<file path="config.mk">
export PLATFORM = sky130hd
export DESIGN_NAME = message_receiver
export DESIGN_NICKNAME = d
export VERILOG_FILES = /design/src/rtl/message_receiver_pkg.sv /design/src/rtl/rx_bit_timer.sv /design/src/rtl/message_receiver.sv
export SDC_FILE = /design/constraint.sdc
export NUM_CORES = 1
export LEC_CHECK = 0
export BUFFER_PORTS_ARGS = -buffer_cell sky130_fd_sc_hd__buf_2
export CAP_MARGIN = 20
export CORE_MARGIN = 5
export CORE_UTILIZATION = 58
export CTS_BUF_LIST = sky130_fd_sc_hd__clkbuf_8
export CTS_CLUSTER_DIAMETER = 40
export DETAILED_ROUTE_END_ITERATION = 10
export PLACE_DENSITY = 0.8
export SLEW_MARGIN = 20
export SYNTH_ARGS = -nofsm -noshare
export SYNTH_HDL_FRONTEND = slang
export SYNTH_SLANG_ARGS = --single-unit
</file>
<file path="constraint.sdc">
create_clock -name clk -period 3.6 [get_ports clk]
set_clock_uncertainty 0.15 [all_clocks]
set_input_delay 0.72 -clock clk [delete_from_list [all_inputs] [get_ports clk]]
set_output_delay 0.72 -clock clk [all_outputs]
set_load 0.01 [all_outputs]
</file>
<file path="src/rtl/message_receiver_pkg.sv">
// Shared types and frame layout for the serial message receiver.
// The frame is 9 bits: start, 5 data bits (LSB first), even parity, then 2 stop bits.
package message_receiver_pkg;

   typedef enum logic [1:0] {
      IDLE  = 2'd0,
      START = 2'd1,
      DATA  = 2'd2,
      DONE  = 2'd3
   } rx_state_t;

   localparam int DATA_BITS   = 5;
   localparam int FRAME_BITS  = 9;
   localparam int SAMPLE_BITS = 8;

   localparam int START_POS = 0;
   localparam int PAR_POS   = 6;
   localparam int STOP0_POS = 7;
   localparam int STOP1_POS = 8;

endpackage

</file>
<file path="src/rtl/rx_bit_timer.sv">
// Bit-period timer. It counts while enabled and wraps at the terminal count of
// the selected period: half a bit for start-bit centring, otherwise a full bit.
module rx_bit_timer #(
   parameter int BIT_CYCLES = 1024,
   parameter int CNT_W      = 10
) (
   input  logic clk,
   input  logic rst,
   input  logic clr,
   input  logic en,
   input  logic half,
   output logic half_tc,
   output logic full_tc
);

   localparam logic [CNT_W-1:0] HALF_LAST = CNT_W'(BIT_CYCLES / 2 - 1);
   localparam logic [CNT_W-1:0] FULL_LAST = CNT_W'(BIT_CYCLES - 1);

   logic [CNT_W-1:0] cnt_reg;
   logic             wrap;

   assign half_tc = (cnt_reg == HALF_LAST);
   assign full_tc = (cnt_reg == FULL_LAST);
   assign wrap    = half ? half_tc : full_tc;

   always_ff @(posedge clk or negedge rst) begin
      if (!rst) begin
         cnt_reg <= '0;
      end else if (clr) begin
         cnt_reg <= '0;
      end else if (en) begin
         cnt_reg <= wrap ? '0 : cnt_reg + 1'b1;
      end
   end

endmodule

</file>
<file path="src/rtl/message_receiver.sv">
// Serial-to-parallel receiver for the 9-bit message frame: synchronises the line,
// centres on the start bit, samples 8 further bits and reports message plus error flags.
module message_receiver
   import message_receiver_pkg::*;
#(
   parameter int BIT_CYCLES = 1024,
   parameter int CNT_W      = 10
) (
   input  logic                  clk,
   input  logic                  rst,
   input  logic                  in_main,
   output logic [DATA_BITS-1:0]  msg_out,
   output logic [FRAME_BITS-1:0] frame_out,
   output logic                  valid,
   output logic                  parity_err,
   output logic                  frame_err,
   output logic                  busy
);

   rx_state_t             state_reg, state_next;
   logic                  sync1_reg, sync_in_reg, prev_in_reg;
   logic [FRAME_BITS-1:0] frame_reg;
   logic [2:0]            bit_idx_reg;
   logic                  tmr_clr, tmr_en, tmr_half, half_tc, full_tc;
   logic                  start_ok, bit_take, done;

   rx_bit_timer #(
      .BIT_CYCLES(BIT_CYCLES),
      .CNT_W     (CNT_W)
   ) u_timer (
      .clk    (clk),
      .rst    (rst),
      .clr    (tmr_clr),
      .en     (tmr_en),
      .half   (tmr_half),
      .half_tc(half_tc),
      .full_tc(full_tc)
   );

   always_ff @(posedge clk or negedge rst) begin
      if (!rst) begin
         sync1_reg   <= 1'b1;
         sync_in_reg <= 1'b1;
         prev_in_reg <= 1'b1;
         state_reg   <= IDLE;
      end else begin
         sync1_reg   <= in_main;
         sync_in_reg <= sync1_reg;
         prev_in_reg <= sync_in_reg;
         state_reg   <= state_next;
      end
   end

   always_comb begin
      state_next = state_reg;
      tmr_clr    = 1'b0;
      tmr_en     = 1'b0;
      tmr_half   = 1'b0;
      start_ok   = 1'b0;
      bit_take   = 1'b0;
      done       = 1'b0;
      case (state_reg)
         IDLE: begin
            tmr_clr = 1'b1;
            // Only a fresh 1->0 transition starts a frame; a line stuck low does not.
            if (prev_in_reg && !sync_in_reg) state_next = START;
         end
         START: begin
            tmr_en   = 1'b1;
            tmr_half = 1'b1;
            if (half_tc) begin
               if (!sync_in_reg) begin
                  state_next = DATA;
                  tmr_clr    = 1'b1;
                  start_ok   = 1'b1;
               end else begin
                  state_next = IDLE;
               end
            end
         end
         DATA: begin
            tmr_en = 1'b1;
            if (full_tc) begin
               bit_take = 1'b1;
               if (bit_idx_reg == 3'(SAMPLE_BITS - 1)) state_next = DONE;
            end
         end
         DONE: begin
            tmr_clr    = 1'b1;
            done       = 1'b1;
            state_next = IDLE;
         end
         default: state_next = IDLE;
      endcase
   end

   always_ff @(posedge clk or negedge rst) begin
      if (!rst) begin
         frame_reg   <= '0;
         bit_idx_reg <= '0;
         msg_out     <= '0;
         frame_out   <= '0;
         valid       <= 1'b0;
         parity_err  <= 1'b0;
         frame_err   <= 1'b0;
      end else begin
         valid <= done;
         if (start_ok) begin
            frame_reg   <= '0;
            bit_idx_reg <= '0;
         end else if (bit_take) begin
            frame_reg[{1'b0, bit_idx_reg} + 4'd1] <= sync_in_reg;
            bit_idx_reg                           <= bit_idx_reg + 3'd1;
         end
         if (done) begin
            msg_out    <= frame_reg[PAR_POS-1:START_POS+1];
            frame_out  <= frame_reg;
            parity_err <= ^frame_reg[PAR_POS:START_POS+1];
            frame_err  <= ~(frame_reg[STOP0_POS] & frame_reg[STOP1_POS]);
         end
      end
   end

   assign busy = (state_reg != IDLE);

endmodule
</file>
# Word-level counts from Yosys, hierarchy flattened
# Index checks and enable logic that the tools add are counted.
[word_totals] regBits=44 inputBits=3 out_inout_bits=18
[classes] n_addsub=3 order_cmp=2 eq_ne=10 n_mux=26 bitwise_logic=2 reduce_logical=11
[ops] operator="two-way mux 10 bit" count=3
[ops] operator="two-way mux 9 bit" count=2
[ops] operator="adder 10 x 1 -> 10 bit (second input constant)" count=1
[ops] operator="equality test 10 bit (second input constant)" count=1
[ops] operator="equality test 10 x 9 -> 1 bit (second input constant)" count=1
[ops] operator="two-way mux 1 bit" count=10
[ops] operator="two-way mux 2 bit" count=5
[ops] operator="bitwise mux 9 bit" count=1
[ops] operator="one-hot mux 2 bit (4 select lines)" count=1
[ops] operator="two-way mux 3 bit" count=2
[ops] operator="nonzero test 2 bit" count=3
[ops] operator="XOR reduction 6 bit" count=1
[ops] operator="less-than comparator 4 x 5 -> 1 bit (second input constant)" count=1
[ops] operator="adder 3 x 1 -> 4 bit (second input constant)" count=1
[ops] operator="demux 1 bit (select 4 bit)" count=1
[ops] operator="equality test 2 bit (second input constant)" count=2
[ops] operator="greater-or-equal comparator 4 x 1 -> 1 bit (second input constant)" count=1
[ops] operator="inequality test 2 x 1 -> 1 bit (second input constant)" count=2
[ops] operator="inequality test 2 bit (second input constant)" count=2
[ops] operator="AND reduction 4 bit" count=1
[ops] operator="OR reduction 2 bit" count=2
[ops] operator="adder 3 x 1 -> 3 bit (second input constant)" count=1
[ops] operator="equality test 3 bit (second input constant)" count=1
[ops] operator="equality test 2 x 1 -> 1 bit (second input constant)" count=1
[ops] operator="other kinds (6)" count=7

# Longest topological paths before layout
# Gate-level depths: netlist of run 1.
[logic_depth] depth_word=8 ltp_mapped=7

# By module
# A second synthesis of run 1 with hierarchy kept.
[hier_totals] cells_unflattened=180 hier_area_um2=2023.2
[by_module_without_submodules] mod="message_receiver" n_inst=1 cells_each=119 area_each_um2=1441.4 seq_area_each_um2=729.4
[by_module_without_submodules] mod="rx_bit_timer" n_inst=1 cells_each=61 area_each_um2=581.8 seq_area_each_um2=250.2

# Least setup slack after synthesis of run 1
# OpenSTA, ideal clock, no wires.
[synth_path] path_kind="reg2reg" startpoint="reg bit_idx_reg[0]" endpoint="reg frame_reg[0]" setup_time_ps=120 t_arrival_ps=1877 required_ps=3330 setup_slack_ps=1453 path_stages_with_launch=7 period_less_slack_ps=2147 path_cell_list="dfrtp_1 > ha_1 > ha_1 > a31o_2 > nor4_4 > a211oi_1 > a31o_2"
[synth_between] elab_chain_len=8 word_cells_on_any_way=9 cone_classes="add/sub (1); order compare (2); mux (5); reduce/logical (1)"
[synth_lines] item="from (decl)" line="message_receiver.sv:23" source="logic [2:0] bit_idx_reg;"
[synth_lines] item="from (signal assigned)" line="message_receiver.sv:113" source="bit_idx_reg <= bit_idx_reg + 3'd1;"
[synth_lines] item="adder 3 x 1 -> 4 bit *" line="message_receiver.sv:112" source="frame_reg[{1'b0, bit_idx_reg} + 4'd1] <= sync_in_reg;"
[synth_lines] item="less-than comparator 4 x 5 -> 1 bit (implied by the code) or greater-or-equal comparator 4 x 1 -> 1 bit (tied branches)" line="message_receiver.sv:112"
[synth_lines] item="logical AND 1 bit (implied by the code)" line="message_receiver.sv:112"
[synth_lines] item="two-way mux 1 bit (implied by the code)" line="message_receiver.sv:112"
[synth_lines] item="demux 1 bit (select 4 bit) *" line="message_receiver.sv:112"
[synth_lines] item="bitwise mux 9 bit *" line="message_receiver.sv:112"
[synth_lines] item="two-way mux 9 bit *" line="message_receiver.sv:111" source="end else if (bit_take) begin"
[synth_lines] item="two-way mux 9 bit *" line="message_receiver.sv:108" source="if (start_ok) begin"
[synth_lines] item="to (signal, indexed assignment)" line="message_receiver.sv:112"
[synth_lines] item="to (decl)" line="message_receiver.sv:22" source="logic [FRAME_BITS-1:0] frame_reg;"
# Every way passes the cells marked *; elsewhere a longest branch is shown, timed or not. The select of a mux whose other input is x is not followed.
# A chain may end at the register's enable or synchronous reset.

# Worst setup path in the final report of run 1
[layout_path] startpoint="reg bit_idx_reg[0]" endpoint="reg frame_reg[3]"
# Same word-level chain as after synthesis.

==> results of run 1 <==
where the power goes:
part / internal (mW) / total [mW] / switching [mW]
combinational: 0.0694 / 0.169 / 0.0994
sequential: 0.458 / 0.482 / 0.0243
clock: 0.206 / 0.361 / 0.155
total: 0.734 / 1.01 / 0.278
worst paths after layout:
path	startpoint	cells after the start	slack, ns	endpoint
max in group asynchronous	rst	1	2.40	bit_idx_reg[2]$_DFFE_PN0P_
max	bit_idx_reg[0]$_DFFE_PN0P_	6	1.24	frame_reg[3]$_DFFE_PN0P_
max reg2reg	bit_idx_reg[0]$_DFFE_PN0P_	6	1.24	frame_reg[3]$_DFFE_PN0P_
min reg2reg	sync1_reg$_DFF_PN1_	0	0.21	sync_in_reg$_DFF_PN1_
min in group asynchronous	rst	1	0.38	msg_out[2]$_DFFE_PN0P_
min	sync1_reg$_DFF_PN1_	0	0.21	sync_in_reg$_DFF_PN1_
routing by layer:
layer / wire, um / vias up
li1: - / 646
met1: 1500 / 647
met2: 1760 / 22
met3: 155 / 7
met4: 40 / 0
met5: 0 / -
critical path, stage by stage, from the launching register on:
cell and delay [ns]:
dfrtp_1 0.45, ha_1 0.28, ha_1 0.38, a31o_2 0.26, nor4_4 0.35, a211oi_1 0.14
a31o_2 0.25
cell type report:
cell class	instances	area [um^2]	area share [%]
clock buffer	5	68.8	3.11
timing repair buffer	20	100	4.52
sequential	39	980	44.3
multi-input combinational	112	910	41.1
tap	46	57.6	2.60
inverter	14	52.6	2.38
clock inverter	3	43.8	1.98
stage by stage:
stage	power, mW	util (%)	setup slack, ns	hold slack [ns]
2_1_floorplan	0.612	-	1.45	0.195
3_3_place_gp	0.648	62.9	1.37	0.196
3_5_place_dp	0.656	62.9	1.25	0.198
4_1_cts	1.02	66.3	1.25	0.209
5_1_grt	1.06	66.3	1.16	0.212
6_report	1.01	66.3	1.24	0.208
synthesized netlist by cell type, types with 2 or more instances:
cell type  instances  area, um^2
nand2_1           10        37.5
a21oi_1            2        10.0
xnor2_1           11        96.3
mux2_2             9         101
o31ai_1            3        22.5
ha_1              10         125
a31o_2             6        52.6
dfrtp_1           36         901
dfstp_2            3        78.8
nor2_1            16        60.1
nand4_1            7        43.8
mux2i_1            5        50.1
nor3b_1            2        15.0
xor2_1             5        43.8
a211oi_1           5        37.5
a22o_2             2        20.0
inv_1             14        52.6
a31oi_1            4        25.0
buf_4              5        37.5
cells by family (layout without fill, tap and decap cells):
group / count (synthesis) / after routing
muxes: 14 / 14
buffers and inverters: 22 / 42
adders and majority gates: 10 / 10
xor gates and xnor gates: 16 / 16
DFF: 39 / 39
and+or+nand+nor: 46 / 46
AOI/OAI and AO/OA: 26 / 26
==> metrics.md, run 1 <==
| Metric | Value |
|---|---|
| Status | `finished, final reports clean` |
| Max-capacitance violation count | `0` |
| Syn_nets | `between 150 and 200` |
| Synth Area in Compound Gates | `between 10% and 20%` |
| Max clock buf depth | `2` |
| DR vias | `about 1300` |
| Mux cell area share after synthesis | `7.58%` |
| Final Setup Violations | `0` |
| Post-Syn Instances | `approximately 170` |
| GRT met2 Usage | `slightly below 30%` |
| Layout Nets | `between 200 and 250` |
| CP arrival | `around 2.4 ns` |
| Post-CTS sizing | `0` |
| Root Buffer | `clkbuf_8` |
| CP max FO | `8` |
| Post-CTS Setup Repair Bufs | `0` |
| First-pass GRT wire length | `5870 um` |
| Unrepaired setup endpoints after global routing | `false` |
| Dpl hpwl | `2550 um` |
| Post-synth EDFFs | `0` |
| ANT cells | `0` |
| Antenna Nets Post-Route | `0` |
| Worst rel slew slack | `approximately 44%` |
| Pins Over Slew Limit | `0` |
| Top FF cell, synth | `dfrtp_1` |
| CTS tree | `built` |
| Main combinational cell family by area after synthesis | `simple AND/OR/NAND/NOR gates` |
| Final wirelength | `3460 um` |
| Die ar. | `approximately 4700 um^2` |
| CP endpoint kind | `flop` |
| Synthesized area | `~2000 um^2` |
| Clk Latency, worst-skew pair | `between 0.2 and 0.3 ns` |
| Most common cell after layout, fill and taps aside | `dfrtp_1` |
| 1st-pass router iterations | `4` |
| Adder-cell share of the synthesized area | `under 10%` |
| Final period utilization | `around 65%` |
| Endpoints failing hold | `0` |
| Global placement routability congestion | `0.834` |
| Most frequent cells in the layout | `dfrtp_1 (36), buf_2 (20), nor2_1 (16), inv_1 (14), xnor2_1 (11)` |
| Die X | `68.7 um` |
| Global Route met3 Usage | `5.35%` |
| Highest Clock Rate | `424 MHz` |
| Post-synthesis xor/xnor area fraction | `under 10%` |
| Crit Path Category | `reg2reg` |
| WP data required | `approximately 3.6 ns` |
| Worst-path clk slew | `roughly 0.080 ns` |
| Setup TNS | `0 ns` |
| FP Rows | `21` |
| Pin count of the biggest net entering global routing | `40` |
| Unique cell type count in the Yosys netlist | `37` |
| Fin crit period | `roughly 2.4 ns` |
| Ys Warns | `0` |
| Synth Area in Simple Gates | `about 15%` |
| Starting Density | `about three fifths` |
| Initial antenna violation count | `0` |
| Max reg flops | `10` |
| # clock sinks | `39` |
| Tot GR Track Use | `between 10% and 20%` |
| Vias in the first global route | `approximately 1300` |
| Via density | `between 5 and 6` |
| Synthesis-to-finish area growth | `10.7%` |
| Layout cells sized above 1 | `29.0%` |
| Die height | `around 69 um` |
| Core area | `roughly 3300 um^2` |
| I/O pin count | `21` |
| Drt wl/cell | `around 14 um` |
| Detailed Route Iter0 Violations | `47` |
| Lkg Pwr | `between 1 and 1.5 nW` |
| Mean Syn Cell Area | `11.6 um^2` |
| Non-filler cells, final | `around 240` |
| Hold_buf cts | `0` |
| H-tree depth | `2` |
| Worst slew pin tran | `approximately 0.83 ns` |
| Placed insts | `231` |
| PwrDens | `approximately 460 nW/um^2` |
| Area after DPL | `2100 um^2` |
| Global route overflow | `0` |
| Num CTS Buffers | `5` |
| Post-route cell area | `2210 um^2` |
| Port bufs | `20` |
| Seq/Total Area, Yosys | `49.0%` |
| Critical Path Source Type | `flop` |
| Met1 usage | `approximately a fifth` |
| DRC Markers | `0` |
| Maximum vdd drop | `approximately 270 uV` |
| Yosys reg bits | `39` |
| Hold WC Path Type | `reg2reg` |
| Filler cell count | `approximately 280` |
| Gr busiest metal | `met2` |
| Async set-reset flop share out of synthesis | `100%` |
Note: power is estimated with default switching activity, not from simulation.
==> run 2, diff against run 1 <==
--- a/config.mk
+++ b/config.mk
@@ -8,11 +8,11 @@
 export BUFFER_PORTS_ARGS = -buffer_cell sky130_fd_sc_hd__buf_2
 export CAP_MARGIN = 20
 export CORE_MARGIN = 5
-export CORE_UTILIZATION = 58
+export CORE_UTILIZATION = 54
 export CTS_BUF_LIST = sky130_fd_sc_hd__clkbuf_8
 export CTS_CLUSTER_DIAMETER = 40
 export DETAILED_ROUTE_END_ITERATION = 10
-export PLACE_DENSITY = 0.8
+export PLACE_DENSITY = 0.78
 export SLEW_MARGIN = 20
 export SYNTH_ARGS = -nofsm -noshare
 export SYNTH_HDL_FRONTEND = slang
==> constraint.sdc (replaced) <==
create_clock -name clk -period 1.9 [get_ports clk]
set_clock_uncertainty 0.15 [all_clocks]
set_input_delay 0.38 -clock clk [delete_from_list [all_inputs] [get_ports clk]]
set_output_delay 0.38 -clock clk [all_outputs]
set_load 0.01 [all_outputs]
==> run 2 against run 1 <==
Sequential share of layout area decreased by 6.6 points. Register-to-register slack got worse by 1.2 ns. Final cell count is 15% higher. Flip-flop and latch count unchanged. Total power rose by 120%. Count of clock-buffer cells in the layout unchanged. Setup slack got worse by 1.2 ns. Clock power rose by 130%. First-iteration DRC count increased by 130%. Die area up 6.3%. Highest routed layer unchanged.
==> metrics.md, run 2 (synthesis gave the netlist of run 1 again) <==
| Metric | Value |
|---|---|
| Pin count of the biggest net entering global routing | `16 (-60%)` |
| Antenna Nets Post-Route | `0 (unchanged)` |
| Critical Path Max Stage Delay | `0.43 ns (-0.02 ns)` |
| Hold depth | `1 (+1)` |
| DRC Markers | `0 (unchanged)` |
| CP arrival | `1.95 ns (-0.44 ns)` |
| R2R depth | `7 (+1)` |
| CTS tree | `built` |
| Layout cells sized above 1 | `48.2% (+19 points)` |
| Clk Latency, worst-skew pair | `0.30 ns (about the same)` |
| Hold_sp | `in_main` |
| Max clock buf depth | `2 (unchanged)` |
| Global route overflow | `0 (unchanged)` |
| Cell repeated most along the worst path | `ha_4` |
| Tot GR Track Use | `19.5% (+2.6 points)` |
| FF-to-FF Start | `bit_idx_reg[1]$_DFFE_PN0P_` |
| # clock sinks | `39 (unchanged)` |
| Global placement routability congestion | `0.844 (+1.2%)` |
| Post-layout util | `71.8% (+5.5 points)` |
| Setup TNS | `0 ns (unchanged)` |
| Die X | `70.8 um (+3.1%)` |
| Root Buffer | `clkbuf_8` |
| I/O pin count | `21 (unchanged)` |
| Critical Path Source Type | `flop` |
| Highest Clock Rate | `527 MHz (+24%)` |
| Unrepaired setup endpoints after global routing | `true` |
| Drt wl/cell | `16.4 um (+14%)` |
| PwrDens | `851 nW/um^2 (+86%)` |
| Worst rel slew slack | `70.1% (+26 points)` |
| CP max FO | `4 (-4)` |
| Hold WC Path Type | `in2reg` |
| RR Endpoint | `frame_reg[3]$_DFFE_PN0P_` |
| CP Buf/Inv Count | `1 (+1)` |
| Vias in the first global route | `1577 (+18%)` |
| Initial antenna violation count | `0 (unchanged)` |
| 1st-pass router iterations | `4 (unchanged)` |
| Status | `finished, final reports clean` |
| H-tree depth | `2 (unchanged)` |
| Final Setup Violations | `0 (unchanged)` |
| ANT cells | `0 (unchanged)` |
| Crit path depth | `7 (+1)` |
| Final period utilization | `100% (+35 points)` |
| FP Rows | `22 (+4.8%)` |
| Flop2flop setup slack | `0.0007 ns (-1.24 ns)` |
| Most common cell after layout, fill and taps aside | `dfrtp_1` |
| Endpoints failing hold | `0 (unchanged)` |
| Starting Density | `55.0% (-4.9 points)` |
| Cells along the critical path | `ha_4 > ha_4 > a31o_4 > nor4_4 > buf_4 > a211oi_1 > a31o_2` |
| Final wirelength | `4500 um (+30%)` |
| Worst slew pin tran | `0.444 ns (-0.390 ns)` |
| Layout Nets | `238 (+16%)` |
| Slowest stage cell on the critical path | `dfrtp_2` |
| WP data required | `1.95 ns (-1.68 ns)` |
| Die height | `70.8 um (+3.1%)` |
| Pins Over Slew Limit | `0 (unchanged)` |
| DR vias | `1531 (+16%)` |
| Dpl hpwl | `3020 um (+18%)` |
| Crit Path Category | `reg2reg` |
| Maximum vdd drop | `660 uV (+140%)` |
| Worst Setup SP | `bit_idx_reg[1]$_DFFE_PN0P_` |
| Delay-heaviest family, CP | `compound AO/OA/AOI/OAI gates` |
| Max reg flops | `10 (unchanged)` |
| Max-capacitance violation count | `0 (unchanged)` |
| CP endpoint kind | `flop` |
| Port bufs | `20 (unchanged)` |
| Synthesis-to-finish area growth | `30.6%` |
| Fin crit period | `1.90 ns (-0.457 ns)` |
| Most frequent cells in the layout | `dfrtp_1 (33), buf_4 (30), buf_2 (20), nor2_1 (15), inv_1 (13)` |
| Endpoint, Worst Hold | `sync1_reg$_DFF_PN1_` |
| First-pass GRT wire length | `7630 um (+30%)` |
| Die ar. | `5020 um^2 (+6.3%)` |
| Via density | `5.59 (+1.0%)` |
| Core area | `3630 um^2 (+8.9%)` |
| Worst-path clk slew | `0.08 ns (about the same)` |
| Num CTS Buffers | `5 (unchanged)` |
| Detailed Route Iter0 Violations | `110 (+130%)` |
| Lkg Pwr | `1.25 nW (+15%)` |
==> run 2: cell count changes in the layout (fill, tap and decap cells not counted), sizes merged <==
cell,change
clkinv,-2
buf,+32
dlygate4sd3,+1
clkinvlp,+1
bufinv,+1
==> run 2: final cells by class <==
| type | instances | area [um^2] |
|---|---|---|
| fillers | 251 | 1020 |
| multi-input cells | 112 | 1020 |
| flip-flops and latches | 39 | 983 |
| repair buffers | 53 | 358 |
| clock buffers | 5 | 68.8 |
| clock inverters | 3 | 67.6 |
| well taps | 48 | 60.1 |
| inverters | 14 | 52.6 |
==> run 2: repair_timing <==
item | 4_1_cts | 5_1_grt
buffers inserted | 7 | 1
hold buffers | 1 | 0
hold endpoints to repair | 9 | 0
endpoints found under the setup margin | 19 | 24
pin swaps | 4 | 1
resized for setup | 6 | 15
==> run 2: how the worst max path moves through the flow <==
| stage | end |
|---|---|
| floorplan | frame_reg[0]$_DFFE_PN0P_ |
| global placement | frame_reg[0]$_DFFE_PN0P_ |
| detailed placement | frame_reg[2]$_DFFE_PN0P_ |
| CTS | u_timer.cnt_reg[8]$_DFFE_PN0P_ |
| global route | frame_reg[3]$_DFFE_PN0P_ |
| finish | frame_reg[3]$_DFFE_PN0P_ |
==> run 2: routing by layer <==
metal | part of all wire, % | global-route usage (%)
met5 | 0 | 0
met3 | 5.3 | 5.40
met2 | 50 | 32.9
met4 | 2.8 | 9.19
met1 | 42 | 23.0
==> run 2: through the flow <==
stage	total power, mW	hold slack (ns)	std cells	instance area [um^2]	setup slack (ns)
after floorplan	1.16	-0.0656	173	2030	-0.179
after global placement	1.32	0.128	257	2320	-0.0813
after detailed placement	1.34	0.132	257	2320	-0.147
after CTS	2.20	0.0248	273	2540	0.0128
after global routing	2.34	0.0206	274	2610	-0.0705
final	2.22	0.0298	274	2610	0.000665
==> run 2: where the power goes <==
group	leakage (nW)	internal [mW]	switching, mW
Combinational	0.664	0.245	0.230
Clock	0.0644	0.524	0.306
Sequential	0.526	0.870	0.0460
